**src/rtl/arc4_pkg.sv**
```systemverilog
// Shared types and constants for the ARC4 encrypt path.
package arc4_pkg;

  typedef logic [7:0] byte_t;

  typedef enum logic [3:0] {
    IDLE,
    LEN_RD,
    LEN_CAP,
    SI_RD,
    SI_CAP,
    SJ_CAP,
    SJ_WR,
    PAD_RD,
    PAD_CAP,
    DONE
  } enc_state_t;

  localparam int LEN_ADDR        = 0;
  localparam int CYCLES_PER_BYTE = 6;

endpackage

```
**src/rtl/arc4_encrypt.sv**
```systemverilog
// ARC4 encryptor: length-prefixed PT memory -> length-prefixed CT memory using a pre-scheduled S.
// Optional running XOR of CT writes on port chk when ARC4_ENC_CHECKSUM_EN is defined.
module arc4_encrypt
  import arc4_pkg::*;
#(
  parameter int MSG_ADDR_W = 8
) (
  input  logic                  clk,
  input  logic                  rst_n,
  input  logic                  en,
  output logic                  rdy,
  output logic [7:0]            s_addr,
  input  logic [7:0]            s_rddata,
  output logic [7:0]            s_wrdata,
  output logic                  s_wren,
  output logic [MSG_ADDR_W-1:0] pt_addr,
  input  logic [7:0]            pt_rddata,
  output logic [MSG_ADDR_W-1:0] ct_addr,
  output logic [7:0]            ct_wrdata,
  output logic                  ct_wren
`ifdef ARC4_ENC_CHECKSUM_EN
  ,
  output logic [7:0]            chk
`endif
);

  enc_state_t state, state_nxt;
  byte_t i, j, k, len, si, sj;

  always_ff @(posedge clk or negedge rst_n) begin
    if (!rst_n) begin
      state <= IDLE;
      i     <= '0;
      j     <= '0;
      k     <= '0;
      len   <= '0;
      si    <= '0;
      sj    <= '0;
    end else begin
      state <= state_nxt;
      case (state)
        IDLE: if (en) begin
          i <= '0;
          j <= '0;
          k <= 8'd1;
        end
        LEN_CAP: len <= pt_rddata;
        SI_RD:   i <= i + 8'd1;
        SI_CAP: begin
          si <= s_rddata;
          j  <= j + s_rddata;
        end
        SJ_CAP:  sj <= s_rddata;
        PAD_CAP: if (k != len) k <= k + 8'd1;
        default: ;
      endcase
    end
  end

  always_comb begin
    state_nxt = state;
    rdy       = 1'b0;
    s_addr    = '0;
    s_wrdata  = '0;
    s_wren    = 1'b0;
    pt_addr   = '0;
    ct_addr   = '0;
    ct_wrdata = '0;
    ct_wren   = 1'b0;
    case (state)
      IDLE: begin
        rdy = 1'b1;
        if (en) state_nxt = LEN_RD;
      end
      LEN_RD: begin
        pt_addr   = MSG_ADDR_W'(LEN_ADDR);
        state_nxt = LEN_CAP;
      end
      LEN_CAP: begin
        // Decide on the incoming byte; len only lands at this edge.
        ct_addr   = MSG_ADDR_W'(LEN_ADDR);
        ct_wrdata = pt_rddata;
        ct_wren   = 1'b1;
        state_nxt = (pt_rddata == 8'd0) ? DONE : SI_RD;
      end
      SI_RD: begin
        s_addr    = i + 8'd1;
        state_nxt = SI_CAP;
      end
      SI_CAP: begin
        s_addr    = j + s_rddata;
        state_nxt = SJ_CAP;
      end
      SJ_CAP: begin
        s_addr    = i;
        s_wrdata  = s_rddata;
        s_wren    = 1'b1;
        state_nxt = SJ_WR;
      end
      SJ_WR: begin
        s_addr    = j;
        s_wrdata  = si;
        s_wren    = 1'b1;
        state_nxt = PAD_RD;
      end
      PAD_RD: begin
        s_addr    = si + sj;
        pt_addr   = MSG_ADDR_W'(k);
        state_nxt = PAD_CAP;
      end
      PAD_CAP: begin
        ct_addr   = MSG_ADDR_W'(k);
        ct_wrdata = s_rddata ^ pt_rddata;
        ct_wren   = 1'b1;
        state_nxt = (k == len) ? DONE : SI_RD;
      end
      DONE:    state_nxt = IDLE;
      default: state_nxt = IDLE;
    endcase
  end

`ifdef ARC4_ENC_CHECKSUM_EN
  always_ff @(posedge clk or negedge rst_n) begin
    if (!rst_n)                  chk <= '0;
    else if (state == IDLE && en) chk <= '0;
    else if (ct_wren)            chk <= chk ^ ct_wrdata;
  end
`endif

endmodule

```
**config.mk**
```make
export PLATFORM = sky130hd
export DESIGN_NAME = arc4_encrypt
export DESIGN_NICKNAME = d
export VERILOG_FILES = /design/src/rtl/arc4_pkg.sv /design/src/rtl/arc4_encrypt.sv
export SDC_FILE = /design/constraint.sdc
export NUM_CORES = 1
export LEC_CHECK = 0
export CORE_MARGIN = 4
export CORE_UTILIZATION = 58
export CTS_CLUSTER_DIAMETER = 120
export DETAILED_ROUTE_END_ITERATION = 7
export GPL_ROUTABILITY_DRIVEN = 0
export PLACE_DENSITY = 0.88
export SKIP_CTS_REPAIR_TIMING = 1
export SLEW_MARGIN = 40
export SYNTH_ARGS = -nofsm -noshare
export SYNTH_HDL_FRONTEND = slang
export SYNTH_SLANG_ARGS = --single-unit
export TNS_END_PERCENT = 30
```
**constraint.sdc**
```tcl
create_clock -name clk -period 8.9 [get_ports clk]
set_input_delay 2.67 -clock clk [delete_from_list [all_inputs] [get_ports clk]]
set_output_delay 2.67 -clock clk [all_outputs]
set_load 0.02 [all_outputs]
```
* Yosys cells after proc, flatten, opt, wreduce, memory -nomap -nowiden
Cells that the tools add are included.
** Storage, ports and cells
- Bits of input ports :: 19
- Logic and storage cells :: 52
- Output and inout bits :: 43
- Flip-flop bits (word level) :: 52
** Operators by class
- Reduce and logical (&&, ||, !) cells :: 10
- Eq/ne operators :: 12
- Bitwise operators :: 1
- Muxes and demuxes :: 18
- $add $sub $neg :: 4
** Operator list (number)
- $pmux W8 S2 :: 5
- $mux W8 :: 5
- $pmux W8 S5 :: 1
- $pmux W4 S9 :: 1
- $add A8 B1 Y8 const B :: 2
- $add A8 B8 Y8 :: 2
- $eq A4 B3 Y1 const B :: 4
- $mux W4 :: 3
- $eq A4 B2 Y1 const B :: 2
- $eq A8 B8 Y1 :: 1
- $logic_not A8 Y1 :: 1
- $ne A8 B8 Y1 :: 1
- $xor A8 B8 Y8 :: 1
- $reduce_bool A2 Y1 :: 3
- $eq A4 B1 Y1 const B :: 1
- $eq A4 B4 Y1 const B :: 1
- $logic_not A4 Y1 :: 1
- $ne A2 B2 Y1 const B :: 2
- $reduce_and A2 Y1 :: 2
- $reduce_or A2 Y1 :: 2
- $mux W1 :: 3
- $reduce_and A3 Y1 :: 1

* Depth between registers and ports, before layout
- Depth in word-level cells :: 3
- Gate-level depth with buffers :: 8
- Mapped depth without buffers :: 8

* Worst setup path before layout
OpenSTA, ideal clock, no wires.
- Path kind :: input -> output
- Start :: in s_rddata[0]
- End :: out s_addr[6]
- Required time :: 6230 ps
- Setup slack :: 2070 ps
- Path buffers :: 0
- Cell stages on the path :: 8
- Arrival :: 4160 ps
- Path through :: ha_1 > inv_1 > fa_1 > nor2b_1 > o31a_1 > or4_1 > nand3_1 > a211o_1
** On the way
- Word-level cells in the longest chain between the ends :: 2
** RTL lines
- start: declaration :: line arc4_encrypt.sv:13 : input logic [7:0] s_rddata,
- $add A8 B8 Y8 :: line arc4_encrypt.sv:91 : s_addr = j + s_rddata;
- $pmux W8 S5 :: line arc4_encrypt.sv:70 : case (state)
- end: declaration :: line arc4_encrypt.sv:12 : output logic [7:0] s_addr,
No other way between the ends.

* Worst setup path after layout
Ends and elaborated chain as after synthesis.

==> out/metrics.csv <==
stage;metric;value;unit
sta;min_period;8.01;ns
drt;dr.pass1.iters;5;
critical_path;critical_path_required;6.23;ns
critical_path;path_class;in2out;
critical_path;start_kind;primary input;
drt;wire_per_inst;17.3;um
floorplan;fp.coreArea;5920;um2
floorplan;ios;62;
synth;synthTopCellsByArea;dfrtp_1 (37%), nand2_1 (6.8%), o21ai_0 (6.4%), mux2_2 (5.7%), ha_1 (5.7%);
critical_path;worstPathArrival;5.34;ns
pwr;cellPowerDensity;338;nW/um2
synth;yosysUniqueCellTypes;50;
critical_path;cp_max_fo;6;
critical_path;reg2reg_to;k[3];
sta;finalHoldViolCount;0;
finish;area_growth;21.5;%
critical_path;worstRegToRegCells;5;
pwr;irDropWorstVdd;0.201;mV
cts;insertion_delay;0.32;ns
floorplan;die_y;86.0;um
synth;synth_common_cells;nand2_1 (64), dfrtp_1 (52), o21ai_0 (45);
pwr;p_seq_share;30.7;%
finish;drive_above_1_share;8.32;%
critical_path;r2r_start;state[2];
pwr;p_comb_share;57.9;%
sta;worst_slew_pin_slew;0.715;ns
synth;synth_top_area_share;36.8;%
finish;antennaDiodeCount;0;
floorplan;fp-row-count;28;
cts;cts_tree;yes;
drt;top_layer_used;met4;
critical_path;critPathCapture;s_addr[6];
critical_path;crit_start;s_rddata[0];
sta;fmax;0.125;GHz
pwr;clockPowerShare;11.4;%
drt;routed-wl-met3;584;um
sta;finalCritPeriodShare;90.0;%
floorplan;die_w;86.0;um
drt;vias_per_cell;6.13;
drt;drt-total-wl;9210;um
pwr;p_switching;0.648;mW
cts;numCtsBuffers;5;
critical_path;rrSetupSlack;6.04;ns
cts;cts_num_sinks;52;
sta;relSlewSlack;52.3;%
pwr;switching_share;44.6;%
grt;grt_first_pass_wirelength;15500;um
worst_hold_path;hold_path_class;reg2reg;
pwr;leakagePower;1.89;nW
finish;final_nets;493;
drt;drc;0;
synth;syn_inst;405;
drt;ant_nets;0;
cts;cts-root-buf;clkbuf_8;
drt;wl_met2;4290;um
drt;wl_met1;4100;um
grt;antenna_found_initial;0;
synth;synth_edf_count;0;
grt;grt_use_total;26.2;%
synth;synth_area;3530;um2
critical_path;cp-end-kind;output pin;
synth;syn_avg_cell_area;8.72;um2
drt;drtIter0Drc;234;
pwr;total_power;1.45;mW
grt;grt_pass1_vias;3234;
placed_design;io_buffers;61;
grt;grt_max_degree;53;
cts;htree_num_levels;2;
placed_design;dp_hpwl;6670;um
outcome;status;finished, final reports clean;
grt;overflow;0;
sta;tns;0;ns
synth;ys.warnings.count;0;
sta;fin_ws;0.888;ns
synth;synth_nets;442;
synth;synth.most_common_cell;nand2_1;
synth;synth_top_cell_by_area;dfrtp_1;
synth;synth_seq_area_share;36.8;%
cts;clkTransAtPathRegs;0.09;ns
sta;finalSetupViolations;0;
synth;async_flop_share;100;%
drt;vias;3262;
placed_design;pre_cts_ws;0.918;ns
floorplan;initial_core_util;59.7;%
job;maxCapViolations;0;
sta;slew_viol_final;0;
sta;rsz0062_at_grt;no;
cts;cts_buffer_depth;2;
synth;ys_ff_latch;52;
pwr;internal_power;0.805;mW
floorplan;die_area;7400;um2
synth;synth_flop_cell;dfrtp_1;
sta;clock_skew;0.00564;ns
state kept, by name, indices dropped and copies added (netlist names):
name	cells
i	8
j	8
k	8
len	8
si	8
sj	8
state	4
routing by layer:
metal,global-route usage [%],up-vias
li1,-,1551
met1,35.3,1544
met2,42.8,143
met3,3.36,24
met4,10.4,0
met5,0,-
cell type report:
type | instances | area [um2]
timing repair buffer | 64 | 628
tap | 75 | 93.8
fill | 427 | 1630
sequential | 52 | 1300
clock inverter | 3 | 42.5
inverter | 6 | 22.5
multi-input combinational | 327 | 2130
clock buffer | 5 | 68.8
worst max-delay path, stage by stage:
cell	delay [ns]
clkdlybuf4s50_1	0.50
ha_1	0.28
inv_1	0.08
fa_1	0.18
nor2b_1	0.08
o31a_1	0.27
or4_1	0.47
nand3_1	0.12
a211o_1	0.10
clkdlybuf4s50_1	0.60
kinds of logic (layout without fill, tap and decap cells):
kind of cell / after synthesis / count (layout) / share of synthesized area, %
compound gates: 106 / 106 / 19.4
flops: 52 / 52 / 36.8
simple gates: 166 / 166 / 23.4
mux: 19 / 19 / 6.02
fa+ha+maj: 18 / 18 / 6.80
buf+inv: 26 / 78 / 3.01
xor+xnor: 18 / 18 / 4.46
worst min-delay path by stage:
stage          slack [ns]  endpoint  cells after the start  start
2_1_floorplan        0.47      j[0]                      2   j[0]
3_3_place_gp         0.49     si[0]                      2  si[0]
3_5_place_dp         0.50     si[6]                      2  si[6]
4_1_cts              0.52     sj[4]                      1  sj[4]
5_1_grt              0.54     sj[4]                      1  sj[4]
6_report             0.52     si[6]                      2  si[6]
power by group through the flow:
| stage | Combinational, mW | Clock (mW) | Sequential [mW] |
|---|---|---|---|
| after floorplan | 0.604 | 0 | 0.398 |
| after global placement | 0.793 | 0 | 0.437 |
| after detailed placement | 0.824 | 0 | 0.447 |
| after CTS | 0.834 | 0.166 | 0.442 |
| after global routing | 0.920 | 0.178 | 0.460 |
| final | 0.841 | 0.165 | 0.446 |
metrics by stage:
step                cell area [um2]  utilization [%]  std cells  hold WS, ns
floorplan                      3530                -        405        0.468
global placement               4170             70.4        524        0.491
detailed placement             4180             70.6        524        0.501
CTS                            4290             72.5        532        0.523
global route                   4290             72.5        532        0.541
finish                         4290             72.5        532        0.520
layout by cell type, fill, tap and decap left out, types with 5 or more instances in the layout:
cell type and instances:
and2_1 10, a22o_1 9, o21ai_0 45, xor2_1 7, ha_1 16, a21o_1 7, clkdlybuf4s50_1 60, mux2_2 18
nand3_1 9, inv_1 6, and3_1 12, dfrtp_1 52, nand2_1 64, xnor2_1 11, nor2_1 22, a21oi_1 11
nor3_1 6, or3_1 10, a211o_1 6, clkbuf_8 5, nand2b_1 5
Power figures use the tool's default switching activity.
